## config.mk

```make
export PLATFORM = sky130hd
export DESIGN_NAME = aes_enc_sequencer_flat
export DESIGN_NICKNAME = d
export VERILOG_FILES = /design/src/rtl/aes_enc_sequencer_if.sv /design/src/rtl/aes_enc_sequencer.sv /design/src/flat_wrapper.sv
export SDC_FILE = /design/constraint.sdc
export NUM_CORES = 1
export LEC_CHECK = 0
export BUFFER_PORTS_ARGS = -buffer_cell sky130_fd_sc_hd__buf_2
export CAP_MARGIN = 25
export CORE_AREA = 2 2 406 408
export CTS_BUF_LIST = sky130_fd_sc_hd__clkbuf_4
export DETAILED_ROUTE_END_ITERATION = 16
export DIE_AREA = 0 0 408 410
export PLACE_DENSITY = 0.3
export SETUP_SLACK_MARGIN = 0.3
export SLEW_MARGIN = 20
export SYNTH_ARGS = -nofsm -noshare
export SYNTH_HDL_FRONTEND = slang
export SYNTH_SLANG_ARGS = --single-unit
```

## constraint.sdc

```tcl
create_clock -name Clk -period 3.3 [get_ports Clk]
set_input_delay 0.165 -clock Clk [delete_from_list [all_inputs] [get_ports Clk]]
set_output_delay 0.165 -clock Clk [all_outputs]
set_load 0.005 [all_outputs]
```

## src/rtl/aes_enc_sequencer_if.sv

```systemverilog
// Requester, AES-core and result signals of the AES encryption sequencer.
// The sequencer connects as slave; the surrounding system (requesters, core, consumer) as master.
interface aes_enc_sequencer_if #(
  parameter int unsigned CNT_W = 16
);
  logic             req0_valid;
  logic             req0_ready;
  logic [127:0]     req0_data;
  logic [127:0]     req0_key;
  logic             req1_valid;
  logic             req1_ready;
  logic [127:0]     req1_data;
  logic [127:0]     req1_key;
  logic [127:0]     core_plain;
  logic [127:0]     core_key;
  logic [127:0]     core_cipher;
  logic             out_valid;
  logic             out_ready;
  logic [127:0]     out_data;
  logic             out_id;
  logic             busy;
  logic [CNT_W-1:0] op_count;

  modport slave (
    input  req0_valid, req0_data, req0_key,
    input  req1_valid, req1_data, req1_key,
    input  core_cipher, out_ready,
    output req0_ready, req1_ready,
    output core_plain, core_key,
    output out_valid, out_data, out_id, busy, op_count
  );

  modport master (
    output req0_valid, req0_data, req0_key,
    output req1_valid, req1_data, req1_key,
    output core_cipher, out_ready,
    input  req0_ready, req1_ready,
    input  core_plain, core_key,
    input  out_valid, out_data, out_id, busy, op_count
  );
endinterface

```

## src/rtl/aes_enc_sequencer.sv

```systemverilog
// Round-robin front end for a combinational AES-128 core: registers the winning block onto the
// core, waits SETTLE_CYC cycles for the multicycle path, then returns the cipher with a valid/ready.
module aes_enc_sequencer #(
  parameter int unsigned SETTLE_CYC = 4,
  parameter int unsigned CNT_W      = 16
) (
  input logic                Clk,
  input logic                Rst,
  aes_enc_sequencer_if.slave bus
);

  // 0 behaves as 1; values above the 4-bit counter range are clamped
  localparam int unsigned SETTLE_EFF = (SETTLE_CYC == 0) ? 1 :
                                       ((SETTLE_CYC > 15) ? 15 : SETTLE_CYC);
  localparam logic [3:0]  CNT_LOAD   = 4'(SETTLE_EFF - 1);

  typedef enum logic [1:0] {
    IDLE,
    SETTLE,
    DONE
  } state_t;

  state_t           state;
  state_t           state_nxt;
  logic             rr_ptr;
  logic             id;
  logic [3:0]       cnt;
  logic [127:0]     core_plain;
  logic [127:0]     core_key;
  logic [127:0]     out_data;
  logic             out_valid;
  logic             out_id;
  logic [CNT_W-1:0] op_count;

  logic             grant_sel;
  logic             req0_ready;
  logic             req1_ready;
  logic             accept;
  logic             capture;
  logic             retire;

  always_ff @(posedge Clk or negedge Rst) begin
    if (!Rst) state <= IDLE;
    else      state <= state_nxt;
  end

  always_comb begin
    state_nxt  = state;
    grant_sel  = 1'b0;
    req0_ready = 1'b0;
    req1_ready = 1'b0;
    accept     = 1'b0;
    capture    = 1'b0;
    retire     = 1'b0;
    case (state)
      IDLE: begin
        // req1 wins when it is the only requester or when both ask and it is req1's turn
        grant_sel  = bus.req1_valid & (~bus.req0_valid | rr_ptr);
        req0_ready = bus.req0_valid & ~grant_sel;
        req1_ready = bus.req1_valid & grant_sel;
        accept     = bus.req0_valid | bus.req1_valid;
        if (accept) state_nxt = SETTLE;
      end
      SETTLE: begin
        if (cnt == '0) begin
          capture   = 1'b1;
          state_nxt = DONE;
        end
      end
      DONE: begin
        if (bus.out_ready) begin
          retire    = 1'b1;
          state_nxt = IDLE;
        end
      end
      default: state_nxt = IDLE;
    endcase
  end

  always_ff @(posedge Clk or negedge Rst) begin
    if (!Rst) begin
      rr_ptr     <= 1'b0;
      id         <= 1'b0;
      cnt        <= '0;
      core_plain <= '0;
      core_key   <= '0;
      out_data   <= '0;
      out_valid  <= 1'b0;
      out_id     <= 1'b0;
      op_count   <= '0;
    end else begin
      if (accept) begin
        core_plain <= grant_sel ? bus.req1_data : bus.req0_data;
        core_key   <= grant_sel ? bus.req1_key  : bus.req0_key;
        id         <= grant_sel;
        rr_ptr     <= ~grant_sel;
        cnt        <= CNT_LOAD;
      end else if (state == SETTLE && cnt != '0) begin
        cnt <= cnt - 4'd1;
      end
      if (capture) begin
        out_data  <= bus.core_cipher;
        out_id    <= id;
        out_valid <= 1'b1;
      end
      if (retire) begin
        out_valid <= 1'b0;
        op_count  <= op_count + 1'b1;
      end
    end
  end

  assign bus.req0_ready = req0_ready;
  assign bus.req1_ready = req1_ready;
  assign bus.core_plain = core_plain;
  assign bus.core_key   = core_key;
  assign bus.out_valid  = out_valid;
  assign bus.out_data   = out_data;
  assign bus.out_id     = out_id;
  assign bus.busy       = (state != IDLE);
  assign bus.op_count   = op_count;

endmodule

```

## src/flat_wrapper.sv

```systemverilog
// flat-port wrapper written by rule: the top's interface ports become plain ports
module aes_enc_sequencer_flat 
#(
  parameter int unsigned SETTLE_CYC = 4,
  parameter int unsigned CNT_W      = 16
)
  (Clk, Rst, bus_req0_valid, bus_req0_data, bus_req0_key, bus_req1_valid, bus_req1_data, bus_req1_key, bus_core_cipher, bus_out_ready, bus_req0_ready, bus_req1_ready, bus_core_plain, bus_core_key, bus_out_valid, bus_out_data, bus_out_id, bus_busy, bus_op_count);
  aes_enc_sequencer_if #(.CNT_W(CNT_W)) bus_i ();
  input logic Clk;
  input logic Rst;
  input wire logic [$bits(bus_i.req0_valid)-1:0] bus_req0_valid;
  input wire logic [$bits(bus_i.req0_data)-1:0] bus_req0_data;
  input wire logic [$bits(bus_i.req0_key)-1:0] bus_req0_key;
  input wire logic [$bits(bus_i.req1_valid)-1:0] bus_req1_valid;
  input wire logic [$bits(bus_i.req1_data)-1:0] bus_req1_data;
  input wire logic [$bits(bus_i.req1_key)-1:0] bus_req1_key;
  input wire logic [$bits(bus_i.core_cipher)-1:0] bus_core_cipher;
  input wire logic [$bits(bus_i.out_ready)-1:0] bus_out_ready;
  output wire logic [$bits(bus_i.req0_ready)-1:0] bus_req0_ready;
  output wire logic [$bits(bus_i.req1_ready)-1:0] bus_req1_ready;
  output wire logic [$bits(bus_i.core_plain)-1:0] bus_core_plain;
  output wire logic [$bits(bus_i.core_key)-1:0] bus_core_key;
  output wire logic [$bits(bus_i.out_valid)-1:0] bus_out_valid;
  output wire logic [$bits(bus_i.out_data)-1:0] bus_out_data;
  output wire logic [$bits(bus_i.out_id)-1:0] bus_out_id;
  output wire logic [$bits(bus_i.busy)-1:0] bus_busy;
  output wire logic [$bits(bus_i.op_count)-1:0] bus_op_count;
  assign bus_i.req0_valid = bus_req0_valid;
  assign bus_i.req0_data = bus_req0_data;
  assign bus_i.req0_key = bus_req0_key;
  assign bus_i.req1_valid = bus_req1_valid;
  assign bus_i.req1_data = bus_req1_data;
  assign bus_i.req1_key = bus_req1_key;
  assign bus_i.core_cipher = bus_core_cipher;
  assign bus_i.out_ready = bus_out_ready;
  assign bus_req0_ready = bus_i.req0_ready;
  assign bus_req1_ready = bus_i.req1_ready;
  assign bus_core_plain = bus_i.core_plain;
  assign bus_core_key = bus_i.core_key;
  assign bus_out_valid = bus_i.out_valid;
  assign bus_out_data = bus_i.out_data;
  assign bus_out_id = bus_i.out_id;
  assign bus_busy = bus_i.busy;
  assign bus_op_count = bus_i.op_count;
  aes_enc_sequencer #(.SETTLE_CYC(SETTLE_CYC), .CNT_W(CNT_W)) u_core (.Clk(Clk), .Rst(Rst), .bus(bus_i));
endmodule
```

==> flow_summary.html, run 1 <==
<table>
<tr><th>Metric</th><th>Value</th></tr>
<tr><th colspan="2">Run status</th></tr>
<tr><td>Status</td><td>did not finish</td></tr>
<tr><td>Last stage</td><td>clock tree synthesis (4_1_cts)</td></tr>
<tr><td>Stop err</td><td>[ERROR RSZ-0060] Max buffer count reached.</td></tr>
<tr><th colspan="2">Logic synthesis</th></tr>
<tr><td>Sequential cell area fraction in the yosys report</td><td>0.625</td></tr>
<tr><td>Number of different library cells in the post-synthesis netlist</td><td>29</td></tr>
<tr><td>Main area contributors after synthesis</td><td>sky130_fd_sc_hd__dfrtp_1 63%, sky130_fd_sc_hd__a222oi_1 16%, sky130_fd_sc_hd__mux2_2 8.9%</td></tr>
<tr><td>Most common cell in the synthesized netlist</td><td>sky130_fd_sc_hd__dfrtp_1</td></tr>
<tr><td>Area share of xor/xnor cells in the synthesized design</td><td>0.00961</td></tr>
<tr><td>Synthesized area per cell</td><td>13.3 sq um</td></tr>
<tr><td>Dominant cell type by area after synthesis</td><td>sky130_fd_sc_hd__dfrtp_1</td></tr>
<tr><td>Combinational family with the most area after synthesis</td><td>compound AO/OA/AOI/OAI gates</td></tr>
<tr><td>Synth top cells by count</td><td>410 x sky130_fd_sc_hd__dfrtp_1, 263 x sky130_fd_sc_hd__inv_1, 256 x sky130_fd_sc_hd__a222oi_1, 129 x sky130_fd_sc_hd__mux2_2, 47 x sky130_fd_sc_hd__buf_2</td></tr>
<tr><td>Net count of the mapped netlist</td><td>between 1.5k and 2k</td></tr>
<tr><td>Number of instances in the synthesized netlist</td><td>~1.2k</td></tr>
<tr><td>Share of flip-flops with an asynchronous set or reset after synthesis</td><td>1.00</td></tr>
<tr><td>Post-synthesis simple-gate area fraction</td><td>0.0163</td></tr>
<tr><td>Adder-Cell Fraction of Synth Area</td><td>0.00229</td></tr>
<tr><td>Synth top area share</td><td>0.625</td></tr>
<tr><td>Flip-flop and latch count after synthesis</td><td>410</td></tr>
<tr><td>Post-Syn Area</td><td>between 15000 and 20000 sq um</td></tr>
<tr><td>Proportion of synthesized area in mux cells</td><td>0.0885</td></tr>
<tr><td>Number of flops mapped to enable cells by yosys</td><td>0</td></tr>
<tr><td>Total of warnings raised by yosys</td><td>0</td></tr>
<tr><td>Top_reg_cell synth</td><td>sky130_fd_sc_hd__dfrtp_1</td></tr>
<tr><td>Share of the synthesized area in compound gates (AO/OA/AOI/OAI)</td><td>0.158</td></tr>
<tr><th colspan="2">Place</th></tr>
<tr><td>Total cell area at the placement stage</td><td>about 24000 sq um</td></tr>
<tr><td>I/O Buffers</td><td>1049</td></tr>
<tr><td>Half-perimeter wire length after placement</td><td>82200 um</td></tr>
<tr><td>Final weighted congestion in routability-driven placement</td><td>0.869</td></tr>
<tr><th colspan="2">Clocking</th></tr>
<tr><td>Number of gates resized after cts</td><td>5</td></tr>
<tr><td>TritonCTS Sinks</td><td>410</td></tr>
<tr><td>Maximum level of the CTS H-tree</td><td>4</td></tr>
<tr><td>Hold Buf Count CTS</td><td>approximately 930</td></tr>
<tr><td>Buffer type at the clock tree root</td><td>sky130_fd_sc_hd__clkbuf_4</td></tr>
<tr><td>Deepest clock path buffer count</td><td>3</td></tr>
<tr><td>Post-CTS repair timing setup buffer count</td><td>3</td></tr>
<tr><td>CTS Buf Count</td><td>about 140</td></tr>
<tr><th colspan="2">Die</th></tr>
<tr><td>Num ports</td><td>1050</td></tr>
<tr><td>Number of core rows</td><td>~150</td></tr>
<tr><td>Initial core utilization</td><td>0.100</td></tr>
<tr><td>Width of the die</td><td>408 um</td></tr>
<tr><td>Die extent in y</td><td>slightly above 400 um</td></tr>
</table>
## logic make-up after synthesis
family / after synthesis
DFF: 410
buffers and inverters: 363
AOI/OAI and AO/OA: 260
muxes: 129
and+or+nand+nor: 55
xor gates and xnor gates: 18
adders and majority gates: 3
## metrics by stage
step	instances	hold slack [ns]	setup WS [ns]
detailed placement	4420	0.239	1.01
global placement	4420	0.235	1.02
floorplan	1238	-0.131	1.74
==> run 2, diff against run 1 <==
- CORE_AREA: 2 2 406 408 -> 2 2 403 405
- CTS_BUF_LIST: sky130_fd_sc_hd__clkbuf_4 -> unset
- DIE_AREA: 0 0 408 410 -> 0 0 405 407
- PLACE_DENSITY: 0.3 -> unset
- PLACE_DENSITY_LB_ADDON: unset -> 0.15
- SETUP_SLACK_MARGIN: 0.3 -> unset
==> run 2 against run 1 <==
- the run now ends clean
- area after synthesis did not move
- synthesized cell count did not move
==> flow_summary.html, run 2 <==
<table>
<tr><th>Metric</th><th>Value</th></tr>
<tr><th colspan="2">Timing</th></tr>
<tr><td>Fin. Hold Viols</td><td>0</td></tr>
<tr><td>Final count of negative-setup-slack endpoints</td><td>0</td></tr>
<tr><td>Number of pins with negative max-slew slack in the final report</td><td>0</td></tr>
<tr><td>TNS Setup</td><td>0 ns</td></tr>
<tr><td>Final critical-path required period</td><td>2.94 ns</td></tr>
<tr><td>Share of the clock period used by the worst path after layout</td><td>0.892</td></tr>
<tr><td>Highest clock rate</td><td>roughly 340 MHz</td></tr>
<tr><td>Skew final</td><td>0.0386 ns</td></tr>
<tr><td>Worst Tran Pin Value</td><td>0.822 ns</td></tr>
<tr><td>Unrepaired setup endpoints after global routing</td><td>no</td></tr>
<tr><td>Relative slew margins</td><td>0.452</td></tr>
<tr><th colspan="2">Setup path</th></tr>
<tr><td>Critical-path maximum fanout</td><td>40</td></tr>
<tr><td>Data required time at the worst endpoint</td><td>3.89 ns</td></tr>
<tr><td>Launching element type of the critical path</td><td>register</td></tr>
<tr><td>Slowest stage delay, CP</td><td>0.62 ns</td></tr>
<tr><td>Worst path cell trace</td><td>nor2_1, and3_4, buf_4, a222oi_1, dlygate4sd3_1, inv_1</td></tr>
<tr><td>CP max-delay cell</td><td>sky130_fd_sc_hd__and3_4</td></tr>
<tr><td>Worst setup path class</td><td>register to register</td></tr>
<tr><td>Data arrival time of the critical path</td><td>3.53 ns</td></tr>
<tr><td>Endpoint class of the critical path</td><td>register</td></tr>
<tr><th colspan="2">Logic synthesis</th></tr>
<tr><td>Synthesized area per cell</td><td>~13 sq um</td></tr>
<tr><td>Most common cell in the synthesized netlist</td><td>sky130_fd_sc_hd__dfrtp_1</td></tr>
<tr><td>Top_reg_cell synth</td><td>sky130_fd_sc_hd__dfrtp_1</td></tr>
<tr><td>Number of different library cells in the post-synthesis netlist</td><td>29</td></tr>
<tr><td>Number of instances in the synthesized netlist</td><td>1238</td></tr>
<tr><td>Flip-flop and latch count after synthesis</td><td>roughly 400</td></tr>
<tr><td>Sequential cell area fraction in the yosys report</td><td>0.625</td></tr>
<tr><td>Total of warnings raised by yosys</td><td>0</td></tr>
<tr><td>Number of flops mapped to enable cells by yosys</td><td>0</td></tr>
<tr><td>Dominant cell type by area after synthesis</td><td>sky130_fd_sc_hd__dfrtp_1</td></tr>
<tr><td>Synth top cells by count</td><td>410 x sky130_fd_sc_hd__dfrtp_1, 263 x sky130_fd_sc_hd__inv_1, 256 x sky130_fd_sc_hd__a222oi_1, 129 x sky130_fd_sc_hd__mux2_2, 47 x sky130_fd_sc_hd__buf_2</td></tr>
<tr><td>Synth top area share</td><td>0.625</td></tr>
<tr><td>Main area contributors after synthesis</td><td>sky130_fd_sc_hd__dfrtp_1 63%, sky130_fd_sc_hd__a222oi_1 16%, sky130_fd_sc_hd__mux2_2 8.9%</td></tr>
<tr><td>Post-Syn Area</td><td>between 15000 and 20000 sq um</td></tr>
<tr><td>Net count of the mapped netlist</td><td>1886</td></tr>
<tr><td>Share of flip-flops with an asynchronous set or reset after synthesis</td><td>1.00</td></tr>
<tr><th colspan="2">Clocking</th></tr>
<tr><td>Deepest clock path buffer count</td><td>3</td></tr>
<tr><td>CTS Buf Count</td><td>57</td></tr>
<tr><td>Clock input transition at the sequential cells of the worst setup and hold paths</td><td>0.06 ns</td></tr>
<tr><td>Buffer type at the clock tree root</td><td>sky130_fd_sc_hd__clkbuf_16</td></tr>
<tr><td>Maximum level of the CTS H-tree</td><td>2</td></tr>
<tr><td>Latest clock arrival within the worst-skew pair</td><td>0.65 ns</td></tr>
<tr><td>Number of gates resized after cts</td><td>0</td></tr>
<tr><td>CTS tree</td><td>yes</td></tr>
<tr><td>TritonCTS Sinks</td><td>410</td></tr>
<tr><th colspan="2">Die</th></tr>
<tr><td>Area of the core</td><td>160000 sq um</td></tr>
<tr><td>Num ports</td><td>1050</td></tr>
<tr><td>Width of the die</td><td>405 um</td></tr>
<tr><td>Initial core utilization</td><td>0.102</td></tr>
<tr><td>Number of core rows</td><td>around 150</td></tr>
<tr><td>Die area</td><td>165000 sq um</td></tr>
<tr><td>Die extent in y</td><td>407 um</td></tr>
<tr><th colspan="2">Finish</th></tr>
<tr><td>Fill cell total of the finished layout</td><td>17.9k</td></tr>
<tr><td>Post-layout instance count excluding filler cells</td><td>5180</td></tr>
<tr><td>Largest regs</td><td>u_core.bus.core_key: 128 flops, u_core.bus.core_plain: 128 flops, u_core.bus.out_data: 128 flops</td></tr>
<tr><td>Layout cell share with drive strength beyond 1</td><td>0.448</td></tr>
<tr><td>Area grow syn2layout</td><td>100%</td></tr>
<tr><td>Most frequent standard cell in the layout excluding fill and tap cells</td><td>sky130_fd_sc_hd__buf_2</td></tr>
<tr><td>Final Cell Area</td><td>32900 sq um</td></tr>
<tr><td>Top library cells by usage in the layout, fill and taps aside</td><td>1048 x sky130_fd_sc_hd__buf_2, 645 x sky130_fd_sc_hd__dlygate4sd3_1, 410 x sky130_fd_sc_hd__dfrtp_1, 263 x sky130_fd_sc_hd__inv_1, 256 x sky130_fd_sc_hd__a222oi_1</td></tr>
<tr><td>Final Net Count</td><td>around 3.6k</td></tr>
<tr><th colspan="2">Drt</th></tr>
<tr><td>Total wire length after detailed routing</td><td>102000 um</td></tr>
<tr><td>Number of iterations in the first detailed-routing pass</td><td>9</td></tr>
<tr><td>First-iteration detailed-routing DRC count</td><td>1731</td></tr>
<tr><td>Post-route antenna net violation count</td><td>0</td></tr>
<tr><td>Vias after detailed routing</td><td>18.1k</td></tr>
<tr><td>Routed WL per cell</td><td>19.8 um</td></tr>
<tr><td>Post-DR vias/cell</td><td>3.49</td></tr>
<tr><td>DRC Markers</td><td>0</td></tr>
<tr><th colspan="2">Power and ir drop</th></tr>
<tr><td>Relative contribution of combinational cells to total power</td><td>0.444</td></tr>
<tr><td>Switching power of the nets</td><td>9.31 mW</td></tr>
<tr><td>Sequential cell fraction of total power</td><td>0.320</td></tr>
<tr><td>Clock network fraction of total power</td><td>0.236</td></tr>
<tr><td>Leakage power summed over all cells</td><td>16.4 nW</td></tr>
<tr><td>Pwr dens</td><td>approximately 850 nW/um^2</td></tr>
<tr><td>Switching portion of total power</td><td>0.335</td></tr>
<tr><td>Worst voltage drop across the vdd grid</td><td>0.347 mV</td></tr>
<tr><td>P_int</td><td>18.5 mW</td></tr>
<tr><th colspan="2">Place</th></tr>
<tr><td>Number of placed instances with taps included</td><td>4412</td></tr>
<tr><td>Half-perimeter wire length after placement</td><td>78600 um</td></tr>
<tr><td>Total cell area at the placement stage</td><td>24400 sq um</td></tr>
<tr><td>I/O Buffers</td><td>1049</td></tr>
<tr><td>Final weighted congestion in routability-driven placement</td><td>0.772</td></tr>
<tr><th colspan="2">Global routing</th></tr>
<tr><td>Wire length of the first global-routing pass</td><td>around 140000 um</td></tr>
<tr><td>Number of global-route vias before repair</td><td>19.1k</td></tr>
<tr><td>Pin count of the biggest net entering global routing</td><td>80</td></tr>
<tr><td>GRT Resource Usage Total</td><td>0.117</td></tr>
<tr><td>Initial antenna violation count</td><td>64</td></tr>
<tr><td>Aggregate global routing overflow</td><td>0</td></tr>
<tr><th colspan="2">Min path</th></tr>
<tr><td>Hold crit path type</td><td>input port to asynchronous set/reset pin</td></tr>
<tr><th colspan="2">Flow run</th></tr>
<tr><td>Number of maximum-capacitance violations</td><td>0</td></tr>
<tr><th colspan="2">Run status</th></tr>
<tr><td>Status</td><td>finished, final reports clean</td></tr>
</table>
==> run 2: metrics by stage <==
stage           util  total power [mW]  hold slack (ns)  setup slack, ns
2_1_floorplan      -              13.1           -0.131             1.74
3_3_place_gp   0.152              18.3            0.220            0.932
3_5_place_dp   0.152              18.2            0.212            0.922
4_1_cts        0.205              28.3           0.0498            0.330
5_1_grt        0.205              29.8            0.109            0.190
6_report       0.205              27.8           0.0932            0.357
==> run 2: cell families after synthesis <==
| group | share of synthesized area |
|---|---|
| AOI/OAI and AO/OA | 0.158 |
| and+or+nand+nor | 0.0163 |
| muxes | 0.0885 |
| xor gates and xnor gates | 0.00961 |
| DFF | 0.625 |
| buffers and inverters | 0.100 |
| adders and majority gates | 0.00229 |
==> run 2: final timing paths <==
path	start	endpoint	slack, ns	depth (start not counted)
setup reg to reg	u_core.state[0]	u_core.bus.core_key[64]	0.36	6
min in group Clk	bus_core_cipher[53]	u_core.bus.out_data[53]	0.27	3
hold / removal	Rst	u_core.bus.out_data[23]	0.09	2
setup / recovery	u_core.state[0]	u_core.bus.core_key[64]	0.36	6
hold reg to reg	u_core.bus.op_count[15]	u_core.bus.op_count[15]	0.46	1
max in group asynchronous	Rst	u_core.bus.core_plain[41]	2.21	3
==> run 2: power groups by stage <==
stage / combinational (mW) / sequential, mW / clock [mW]
3_5_place_dp: 9.34 / 8.88 / 0
5_1_grt: 13.6 / 9.15 / 7.04
6_report: 12.3 / 8.88 / 6.56
2_1_floorplan: 4.22 / 8.89 / 0
4_1_cts: 12.5 / 8.86 / 6.89
3_3_place_gp: 9.40 / 8.91 / 0
==> run 2: critical path, delay by kind of cell, from the launching register on <==
kind                   cells  cell delay [ns]
AO/OA/AOI/OAI              1             0.22
buffers and inverters      3             1.24
flip-flops                 1             0.40
AND/OR/NAND/NOR            2             0.94
==> run 2: timing repair <==
action	CTS	global route
endpoints found under the hold margin	509	0
hold buffers	645	0
setup buffers	0	0
==> run 2: final cells by class <==
type | instances | area, sq um | area share
timing repair buffer | 1759 | 12300 | 0.376
inverter | 263 | 987 | 0.0300
antenna | 19 | 47.5 | 0.00145
multi-input combinational | 465 | 4540 | 0.138
clock inverter | 18 | 254 | 0.00773
tap | 2160 | 2700 | 0.0823
clock buffer | 86 | 1730 | 0.0525
sequential | 410 | 10300 | 0.312
==> run 2: layer usage <==
metal | wire, um | track usage
met1 | 39000 | 0.135
met2 | 50300 | 0.199
met3 | 10200 | 0.0441
met4 | 2720 | 0.0407
met5 | 107 | 0
Note: power is estimated with default switching activity, not from simulation.
